## src/rtl/rv32i_pkg.sv

```systemverilog
// Shared RV32I definitions: instruction word type, opcode / funct constants
// and the canonical NOP (ADDI x0,x0,0) used as the idle command value.
package rv32i_pkg;

    localparam int unsigned XLEN = 32;

    typedef logic [XLEN-1:0] insn_t;

    // Major opcodes (instruction bits [6:0])
    localparam logic [6:0] OP_LUI    = 7'b0110111;
    localparam logic [6:0] OP_AUIPC  = 7'b0010111;
    localparam logic [6:0] OP_JAL    = 7'b1101111;
    localparam logic [6:0] OP_JALR   = 7'b1100111;
    localparam logic [6:0] OP_BRANCH = 7'b1100011;
    localparam logic [6:0] OP_LOAD   = 7'b0000011;
    localparam logic [6:0] OP_STORE  = 7'b0100011;
    localparam logic [6:0] OP_IMM    = 7'b0010011;
    localparam logic [6:0] OP        = 7'b0110011;

    // funct3 for OP / OP_IMM
    localparam logic [2:0] F3_ADD_SUB = 3'b000;
    localparam logic [2:0] F3_SLL     = 3'b001;
    localparam logic [2:0] F3_SLT     = 3'b010;
    localparam logic [2:0] F3_SLTU    = 3'b011;
    localparam logic [2:0] F3_XOR     = 3'b100;
    localparam logic [2:0] F3_SRL_SRA = 3'b101;
    localparam logic [2:0] F3_OR      = 3'b110;
    localparam logic [2:0] F3_AND     = 3'b111;

    // funct7 for OP
    localparam logic [6:0] F7_BASE = 7'b0000000;
    localparam logic [6:0] F7_ALT  = 7'b0100000;

    // R-type field view of an instruction word
    typedef struct packed {
        logic [6:0] funct7;
        logic [4:0] rs2;
        logic [4:0] rs1;
        logic [2:0] funct3;
        logic [4:0] rd;
        logic [6:0] opcode;
    } rtype_t;

    // ADDI x0, x0, 0
    localparam insn_t RV_NOP = {12'd0, 5'd0, F3_ADD_SUB, 5'd0, OP_IMM};

    function automatic logic [6:0] opcode_of(input insn_t insn);
        rtype_t f;
        f = rtype_t'(insn);
        return f.opcode;
    endfunction

endpackage

```

## src/rtl/issue_fifo.sv

```systemverilog
// Synchronous instruction FIFO, DEPTH x 32.
// Ports: clk, reset (async active-high); push/push_data write side;
// pop/head_c read side (head_c is the combinational head word);
// flush empties the FIFO and wins over a same-cycle push;
// full/empty are registered occupancy flags.
module issue_fifo
    import rv32i_pkg::*;
#(
    parameter int unsigned DEPTH = 16
) (
    input  logic  clk,
    input  logic  reset,
    input  logic  push,
    input  insn_t push_data,
    input  logic  pop,
    input  logic  flush,
    output insn_t head_c,
    output logic  full,
    output logic  empty
);

    localparam int unsigned AW = $clog2(DEPTH);
    localparam int unsigned CW = AW + 1;

    insn_t         mem [DEPTH];
    logic [AW-1:0] wr_ptr;
    logic [AW-1:0] rd_ptr;
    logic [CW-1:0] count;
    logic [CW-1:0] count_next;
    logic          do_push;
    logic          do_pop;

    // full is the pre-pop flag, so a push while full is dropped even on a pop cycle
    assign do_push = push && !full && !flush;
    assign do_pop  = pop && !empty && !flush;
    assign head_c  = mem[rd_ptr];

    // Next occupancy
    always_comb begin
        count_next = count;
        if (flush) begin
            count_next = '0;
        end else begin
            case ({do_push, do_pop})
                2'b10:   count_next = count + CW'(1);
                2'b01:   count_next = count - CW'(1);
                default: count_next = count;
            endcase
        end
    end

    // Pointers and registered flags
    always_ff @(posedge clk or posedge reset) begin
        if (reset) begin
            wr_ptr <= '0;
            rd_ptr <= '0;
            count  <= '0;
            full   <= 1'b0;
            empty  <= 1'b1;
        end else begin
            if (flush) begin
                wr_ptr <= '0;
                rd_ptr <= '0;
            end else begin
                if (do_push) wr_ptr <= wr_ptr + AW'(1);
                if (do_pop)  rd_ptr <= rd_ptr + AW'(1);
            end
            count <= count_next;
            full  <= (count_next == CW'(DEPTH));
            empty <= (count_next == CW'(0));
        end
    end

    // Storage
    always_ff @(posedge clk) begin
        if (do_push) mem[wr_ptr] <= push_data;
    end

endmodule

```

## src/rtl/cmd_issuer.sv

```systemverilog
// Instruction-issue front end: buffers instruction words and issues them one
// at a time to the core over command/run, waiting for done in between.
// Ports: clk, reset (async active-high); wr_en/wr_data/full/empty loader side;
// start/clear_err control; command/run/done core handshake; busy, retired
// (wrapping count of completed instructions), overflow (sticky dropped write),
// timeout_err (watchdog expired, held until clear_err).
module cmd_issuer
    import rv32i_pkg::*;
#(
    parameter int unsigned DEPTH   = 16,
    parameter int unsigned TIMEOUT = 64,
    parameter insn_t       NOP     = RV_NOP
) (
    input  logic        clk,
    input  logic        reset,
    input  logic        wr_en,
    input  logic [31:0] wr_data,
    output logic        full,
    output logic        empty,
    input  logic        start,
    input  logic        clear_err,
    output logic [31:0] command,
    output logic        run,
    input  logic        done,
    output logic        busy,
    output logic [15:0] retired,
    output logic        overflow,
    output logic        timeout_err
);

    localparam int unsigned WW = $clog2(TIMEOUT);

    typedef enum logic [2:0] {
        S_IDLE,
        S_ISSUE,
        S_WAIT,
        S_GAP,
        S_ERR
    } state_t;

    state_t        state;
    logic [WW-1:0] watchdog;
    insn_t         head_c;
    logic          pop_c;
    logic          flush_c;
    logic          expired_c;

    assign expired_c = (watchdog == WW'(TIMEOUT - 1));
    assign pop_c     = (state == S_ISSUE) && !empty;
    // done on the expiry cycle wins, so the flush only fires on a real timeout
    assign flush_c   = (state == S_WAIT) && !done && expired_c;

    issue_fifo #(
        .DEPTH(DEPTH)
    ) u_fifo (
        .clk      (clk),
        .reset    (reset),
        .push     (wr_en),
        .push_data(wr_data),
        .pop      (pop_c),
        .flush    (flush_c),
        .head_c   (head_c),
        .full     (full),
        .empty    (empty)
    );

    // Issue FSM with registered outputs
    always_ff @(posedge clk or posedge reset) begin
        if (reset) begin
            state       <= S_IDLE;
            watchdog    <= '0;
            command     <= NOP;
            run         <= 1'b0;
            busy        <= 1'b0;
            retired     <= '0;
            overflow    <= 1'b0;
            timeout_err <= 1'b0;
        end else begin
            if (wr_en && full) overflow <= 1'b1;

            case (state)
                S_IDLE: begin
                    if (start) begin
                        state <= S_ISSUE;
                        busy  <= 1'b1;
                    end
                end

                S_ISSUE: begin
                    if (empty) begin
                        state <= S_IDLE;
                        busy  <= 1'b0;
                    end else begin
                        command  <= head_c;
                        watchdog <= '0;
                        run      <= 1'b1;
                        state    <= S_WAIT;
                    end
                end

                S_WAIT: begin
                    if (done) begin
                        run     <= 1'b0;
                        retired <= retired + 16'd1;
                        state   <= S_GAP;
                    end else if (expired_c) begin
                        run         <= 1'b0;
                        busy        <= 1'b0;
                        timeout_err <= 1'b1;
                        state       <= S_ERR;
                    end else begin
                        watchdog <= watchdog + WW'(1);
                    end
                end

                S_GAP: begin
                    state <= S_ISSUE;
                end

                S_ERR: begin
                    if (clear_err) begin
                        timeout_err <= 1'b0;
                        state       <= S_IDLE;
                    end
                end

                default: begin
                    state <= S_IDLE;
                    run   <= 1'b0;
                    busy  <= 1'b0;
                end
            endcase
        end
    end

endmodule

```

## config.mk

```make
export PLATFORM = sky130hd
export DESIGN_NAME = cmd_issuer
export DESIGN_NICKNAME = d
export VERILOG_FILES = /design/src/rtl/rv32i_pkg.sv /design/src/rtl/issue_fifo.sv /design/src/rtl/cmd_issuer.sv
export SDC_FILE = /design/constraint.sdc
export NUM_CORES = 1
export LEC_CHECK = 0
export ABC_AREA = 1
export CORE_MARGIN = 8
export CORE_UTILIZATION = 45
export DETAILED_ROUTE_END_ITERATION = 8
export SLEW_MARGIN = 15
export SYNTH_ARGS = -nofsm -noshare
export SYNTH_HDL_FRONTEND = slang
export SYNTH_SLANG_ARGS = --single-unit
```

## constraint.sdc

```tcl
create_clock -name clk -period 4 [get_ports clk]
set_input_delay 0.8 -clock clk [delete_from_list [all_inputs] [get_ports clk]]
set_output_delay 0.8 -clock clk [all_outputs]
set_load 0.02 [all_outputs]
```

# Word level (Yosys, flattened, before mapping)
# Memory sizes are Yosys's and may differ from the RTL's. A register that Yosys moved wholly into a read port is not among the register bits.
# Cells that the tools add are included.
dict set report totals {
  ff_bits 44
  mem_bits_rw 512
  output_inout_bits 54
  word_cells 95
  mem_count 1
}
dict set report op_classes {
  addsub 6
  eq_ne 16
  n_mux 30
  bitwise 3
  reduce_logical 27
}
# name depth width read_ports rd_ports_with_merged_regs wr line
set memory_table {}
lappend memory_table {u_fifo.mem 16 32 1 1 1 issue_fifo.sv:25} ;# insn_t mem [DEPTH];
# op n
set op_table {}
lappend op_table {{6-bit two-way mux} 3}
lappend op_table {{16-bit by 1-bit adder with 16-bit output, second input constant} 1}
lappend op_table {{4-bit two-way mux} 4}
lappend op_table {{3-bit one-hot mux with 5 select lines} 1}
lappend op_table {{3-bit two-way mux} 4}
lappend op_table {{2-bit != test, second input constant} 6}
lappend op_table {{6-bit one-hot mux with 2 select lines} 1}
lappend op_table {{1-bit two-way mux} 11}
lappend op_table {{5-bit one-hot mux with 2 select lines} 1}
lappend op_table {{4-bit by 1-bit adder with 4-bit output, second input constant} 2}
lappend op_table {{1-bit logical AND} 8}
lappend op_table {{4-bit AND reduction} 2}
lappend op_table {{2-bit nonzero test} 4}
lappend op_table {{6-bit by 1-bit adder with 6-bit output, second input constant} 1}
lappend op_table {{3-bit by 2-bit equality test with 1-bit output, second input constant} 2}
lappend op_table {{6-bit equality test, second input constant} 1}
lappend op_table {{3-bit AND reduction} 2}
lappend op_table {{5-bit by 1-bit adder with 5-bit output, second input constant} 1}
lappend op_table {{5-bit equality test, second input constant} 1}
lappend op_table {{5-bit logical NOT} 1}
lappend op_table {{5-bit two-way mux} 1}
lappend op_table {{5-bit AND reduction} 1}
lappend op_table {{5-bit by 1-bit subtractor with 5-bit output, second input constant} 1}
lappend op_table {{1-bit logical NOT} 4}
lappend op_table {{other kinds (15)} 18}

# Depth between registers and ports, before layout
dict set report logic_depth {
  word_depth 9
  ltp_mapped 21
  mapped_depth_nobuf 20
}

# Hierarchy
# A second synthesis with hierarchy kept.
dict set report hier_totals {
  hier_cells 1888
  hier_area_um2 24342.1
}
# mod instances cells_per_inst area_each_um2 seq_area_each_um2
set by_module_without_submodules {}
lappend by_module_without_submodules {issue_fifo 1 1526 21483.1 15751.4}
lappend by_module_without_submodules {cmd_issuer 1 362 2859.0 1530.2}

# Least setup slack after synthesis
# OpenSTA, ideal clock, no wires.
dict set report synth_path {
  kind {input to register}
  start {in done}
  end {mem u_fifo.mem[0][0] (netlist name) (enable)}
  setup_ns 0.421
  arrival_time_ns 2.684
  required_ns 3.579
  path_slack_ns 0.895
  stages 6
  path_cell_list {nor2_1 nand2_2 nand2_1 inv_1 nand2_1 nor2_1}
}
dict set report synth_between {
  elab_chain_len 7
}
# item line
set synth_lines {}
lappend synth_lines {{from (decl)} cmd_issuer.sv:24} ;# input logic done,
lappend synth_lines {{1-bit logical NOT} cmd_issuer.sv:51} ;# assign flush_c = (state == S_WAIT) && !done && expired_c;
lappend synth_lines {{1-bit logical AND (2 in series)} cmd_issuer.sv:51}
lappend synth_lines {{1-bit logical NOT} issue_fifo.sv:34} ;# assign do_push = push && !full && !flush;
lappend synth_lines {{1-bit logical AND} issue_fifo.sv:34}
lappend synth_lines {{1-bit two-way mux} issue_fifo.sv:76} ;# if (do_push) mem[wr_ptr] <= push_data;
lappend synth_lines {{1-bit two-way mux (implied by the code)} issue_fifo.sv:76}
lappend synth_lines {{to (decl)} issue_fifo.sv:25}
# Every way passes these cells.

==> impl.org <==
** Timing
- The total count of hold-check failures in the final report is 0.
- Setup violations remaining at the end of the flow were counted as 0.
- Setup repair after global routing missed its margin :: false
- Measured against its own limit, the worst slew margin works out to 35.1%.
- Number of max-slew violations in the final report :: 0
- The worst path meets setup with 1.12 ns of slack.
- Setup TNS :: 0 ns
- For the finished layout, the period the worst path requires is 2.88 ns.
- Worst clock skew :: 0.0353 ns
- FMAX :: 0.348 GHz
- Slew at the pin closest to its max-slew limit :: 0.974 ns
- Ratio of final minimum period to clock period :: 71.9%

** Power
- Worst voltage drop across the vdd grid :: 0.436 mV
- Static leakage power :: 10.2 nW
- Sequential cells account for 38.9% of the total power.
- Portion of total power attributed to combinational logic :: 33.4%
- Summed over all nets, the switching power comes to 7.66 mW.
- The share of total power dissipated in the clock network is 27.7%.
- Pwr/cell area :: 741 nW/um^2
- Internal :: 12.9 mW
- Switching Fraction :: 37.3%

** Finish
- The post-route netlist has 8.20% of its cells at a drive strength greater than 1.
- For this run, the post-layout net count is 2168.
- Leaving out fill and tap cells, the most frequent cell in the layout is sky130_fd_sc_hd__nand2_1.
- Layout fillers :: 4505
- The area growth from synthesis to layout is 15.8%.
- The library cells used most frequently in the layout, excluding fill and tap cells, are sky130_fd_sc_hd__nand2_1 (663), sky130_fd_sc_hd__edfxtp_1 (512), sky130_fd_sc_hd__nand3_1 (275).

** Drt
- Detailed-route wire length per cell :: 21.5 um
- Detailed-route wire length :: 61500 um
- The first routing iteration left 1746 violations.
- Routed vias :: 15800
- In this run the remaining antenna-violating nets after routing total 0.
- DRT Pass-1 Iters :: 6
- DRC errors left :: 0
- Detailed-route vias per instance :: 5.51

** Synth
- Yosys mapped the design onto 41 distinct sky130hd cell types.
- Synthesis handed over a netlist of 2040 instances.
- The cell area that synthesis handed to floorplanning was 23900 um^2.
- Most instantiated flip-flop cell in the synthesis netlist :: sky130_fd_sc_hd__edfxtp_1
- Counting flops with a built-in enable in the synthesized netlist gives 512.
- The share of the Yosys chip area taken by registers is 72.3%.
- Total number of yosys warnings :: 0
- The synthesized design contains 588 register bits.
- Counting every net in the synthesized netlist gives 2088.
- The average instance in the mapped netlist occupies 11.7 um^2.
- FFs w/ async S/R, synth :: 12.9%

** Floorplan
- Row cnt :: 84
- Initial standard-cell utilization of the core :: 45.5%
- Vert. Die Dim :: 246 um
- Die boundary width :: 246 um
- Ports :: 92
- The floorplan step defined a die boundary enclosing 60800 um^2.
- Area of the core region :: 52600 um^2

** Clock tree
- CTS placed an instance of sky130_fd_sc_hd__clkbuf_16 at the clock tree root.
- Clock slew at the register clock pins of the worst setup and hold paths :: 0.06 ns
- Cts-stage hold buffer count :: 0
- Clock tree synthesis inserted a total of 59 buffers.
- The clock reaches the later pin of the worst-skew pair after 0.64 ns.
- Maximum buffer depth of the clock tree :: 3
- The number of gates resized after CTS was 0.
- TritonCTS sink count :: 588
- CTS tree :: built
- The H-tree generated during clock tree synthesis spans 2 levels.
- Buffers inserted during post-CTS setup optimization :: 0

** GRT
- Global routing finished with a remaining overflow of 0.
- Met2 capacity usage during global routing :: 30.2%
- Entering global routing, the biggest net connects 131 pins.
- Global Route met3 Usage :: 3.61%
- The first global-routing pass estimated 93800 um of wire.
- Initial antenna violation count :: 1
- All-layer global routing usage :: 20.0%
- Number of global-route vias before repair :: 15400
- Global routing consumed, on the met1 layer, 29.8% of the routing resources.
- The global routing stage identified its most utilized layer as met2.

** Setup path
- The critical path is of the reg -> reg type.
- The worst register-to-register path has a setup slack of 1.12 ns.
- STA classifies the critical path endpoint as a register.
- STA puts the critical path data required time at 4.56 ns.
- Maximum fanout along the worst path :: 115
- Kind of launch point of the worst setup path :: register
- Data on the critical path arrives at its endpoint at 3.43 ns.

** Worst hold path
- The path class of the tightest hold or removal check is reg -> reg.

** Placement
- Prior to clock tree synthesis, the placed netlist has a worst setup slack of 0.693 ns.
- Input and output buffers added on the ports amount to 91.
- At the end of routability-driven placement, the weighted congestion stood at 0.837.
- Estimated wirelength of the detail-placed design :: 35800 um

** Flow run
- Max cap viols :: 0

** Outcome
- The run finished with clean final reports.
-- power groups by stage --
stage	logic (mW)	registers [mW]	clock network, mW
2_1_floorplan	4.27	8.12	0
3_3_place_gp	6.78	8.09	0
3_5_place_dp	6.85	8.10	0
4_1_cts	6.87	7.98	5.78
5_1_grt	7.56	8.06	6.00
6_report	6.85	7.98	5.69
-- cell families (layout without fill, tap and decap cells) --
kind of cell,Yosys count,count (layout),synth area share (%)
xor+xnor,15,15,0.550
fa+ha+maj,10,10,0.523
compound gates,224,224,5.09
other cells,0,1,0
flops,588,588,72.3
simple gates,1042,1042,18.4
buf+inv,161,292,3.18
-- worst max-delay path: stages (launching register included) --
cell and delay (ns):
sky130_fd_sc_hd__dfrtp_4 0.71, sky130_fd_sc_hd__inv_6 0.75, sky130_fd_sc_hd__buf_4 0.52, sky130_fd_sc_hd__nand2_1 0.10, sky130_fd_sc_hd__nand3_1 0.08, sky130_fd_sc_hd__nand3_1 0.14
sky130_fd_sc_hd__nand2_1 0.17, sky130_fd_sc_hd__a21oi_1 0.09, sky130_fd_sc_hd__a21oi_1 0.17
-- flip-flops by register name, summed over array words and instances, names as in the netlist, 3 cells and up --
| signal | flops |
|---|---|
| u_fifo.count | 5 |
| u_fifo.wr_ptr | 4 |
| retired | 16 |
| command | 32 |
| u_fifo.rd_ptr | 4 |
| u_fifo.mem | 512 |
| state | 3 |
| watchdog | 6 |
-- Yosys cell counts, drive strengths merged, types with 4 or more instances --
| cell type | number | area (um^2) |
|---|---|---|
| nand2 | 666 | 2510 |
| edfxtp | 512 | 15400 |
| nand3 | 276 | 1390 |
| a21oi | 168 | 841 |
| buf | 92 | 497 |
| nor2 | 78 | 332 |
| dfrtp | 72 | 1800 |
| inv | 46 | 175 |
| o31ai | 32 | 240 |
| clkbuf | 22 | 82.6 |
| o21ai | 17 | 85.1 |
| ha | 10 | 125 |
| xor2 | 10 | 87.6 |
| nor3 | 9 | 71.3 |
| nand4 | 7 | 43.8 |
| xnor2 | 5 | 43.8 |
| dfstp | 4 | 105 |
-- path summary, 6_finish.rpt --
kind                                       start           end  cells past startpoint
worst max-delay path            u_fifo.rd_ptr[0]   command[31]                      8
worst min-delay path                    overflow      overflow                      1
worst max register to register  u_fifo.rd_ptr[0]   command[31]                      8
worst min register to register          overflow      overflow                      1
max in group asynchronous                  reset  u_fifo.empty                      3
min in group asynchronous                  reset    retired[5]                      2
-- per-stage QoR --
stage | hold WS (ns) | util (%) | instances | area (um^2) | total power, mW
after floorplan | 0.476 | - | 2040 | 23900 | 12.4
after global placement | 0.443 | 48.9 | 2747 | 25700 | 14.9
after detailed placement | 0.448 | 48.9 | 2747 | 25700 | 14.9
after CTS | 0.462 | 52.7 | 2859 | 27700 | 20.6
after global routing | 0.486 | 52.7 | 2859 | 27700 | 21.6
final | 0.457 | 52.7 | 2860 | 27700 | 20.5
-- final cells by class --
| type | instances | area (um^2) | share of cell area (%) |
|---|---|---|---|
| sequential | 588 | 17300 | 62.5 |
| timing repair buffer | 133 | 1340 | 4.84 |
| clock inverter | 34 | 423 | 1.53 |
| tap | 688 | 861 | 3.11 |
| multi-input combinational | 1291 | 5990 | 21.6 |
| antenna | 1 | 2.50 | 0.00904 |
| inverter | 47 | 190 | 0.687 |
| clock buffer | 78 | 1580 | 5.70 |
-- metal layers --
layer / share of wire [%] / routed length (um)
met4: 1.9 / 1160
met2: 45 / 27600
met3: 8.0 / 4930
met5: 0 / 0
met1: 45 / 27800
No activity file was read; power rests on OpenSTA's default activity.
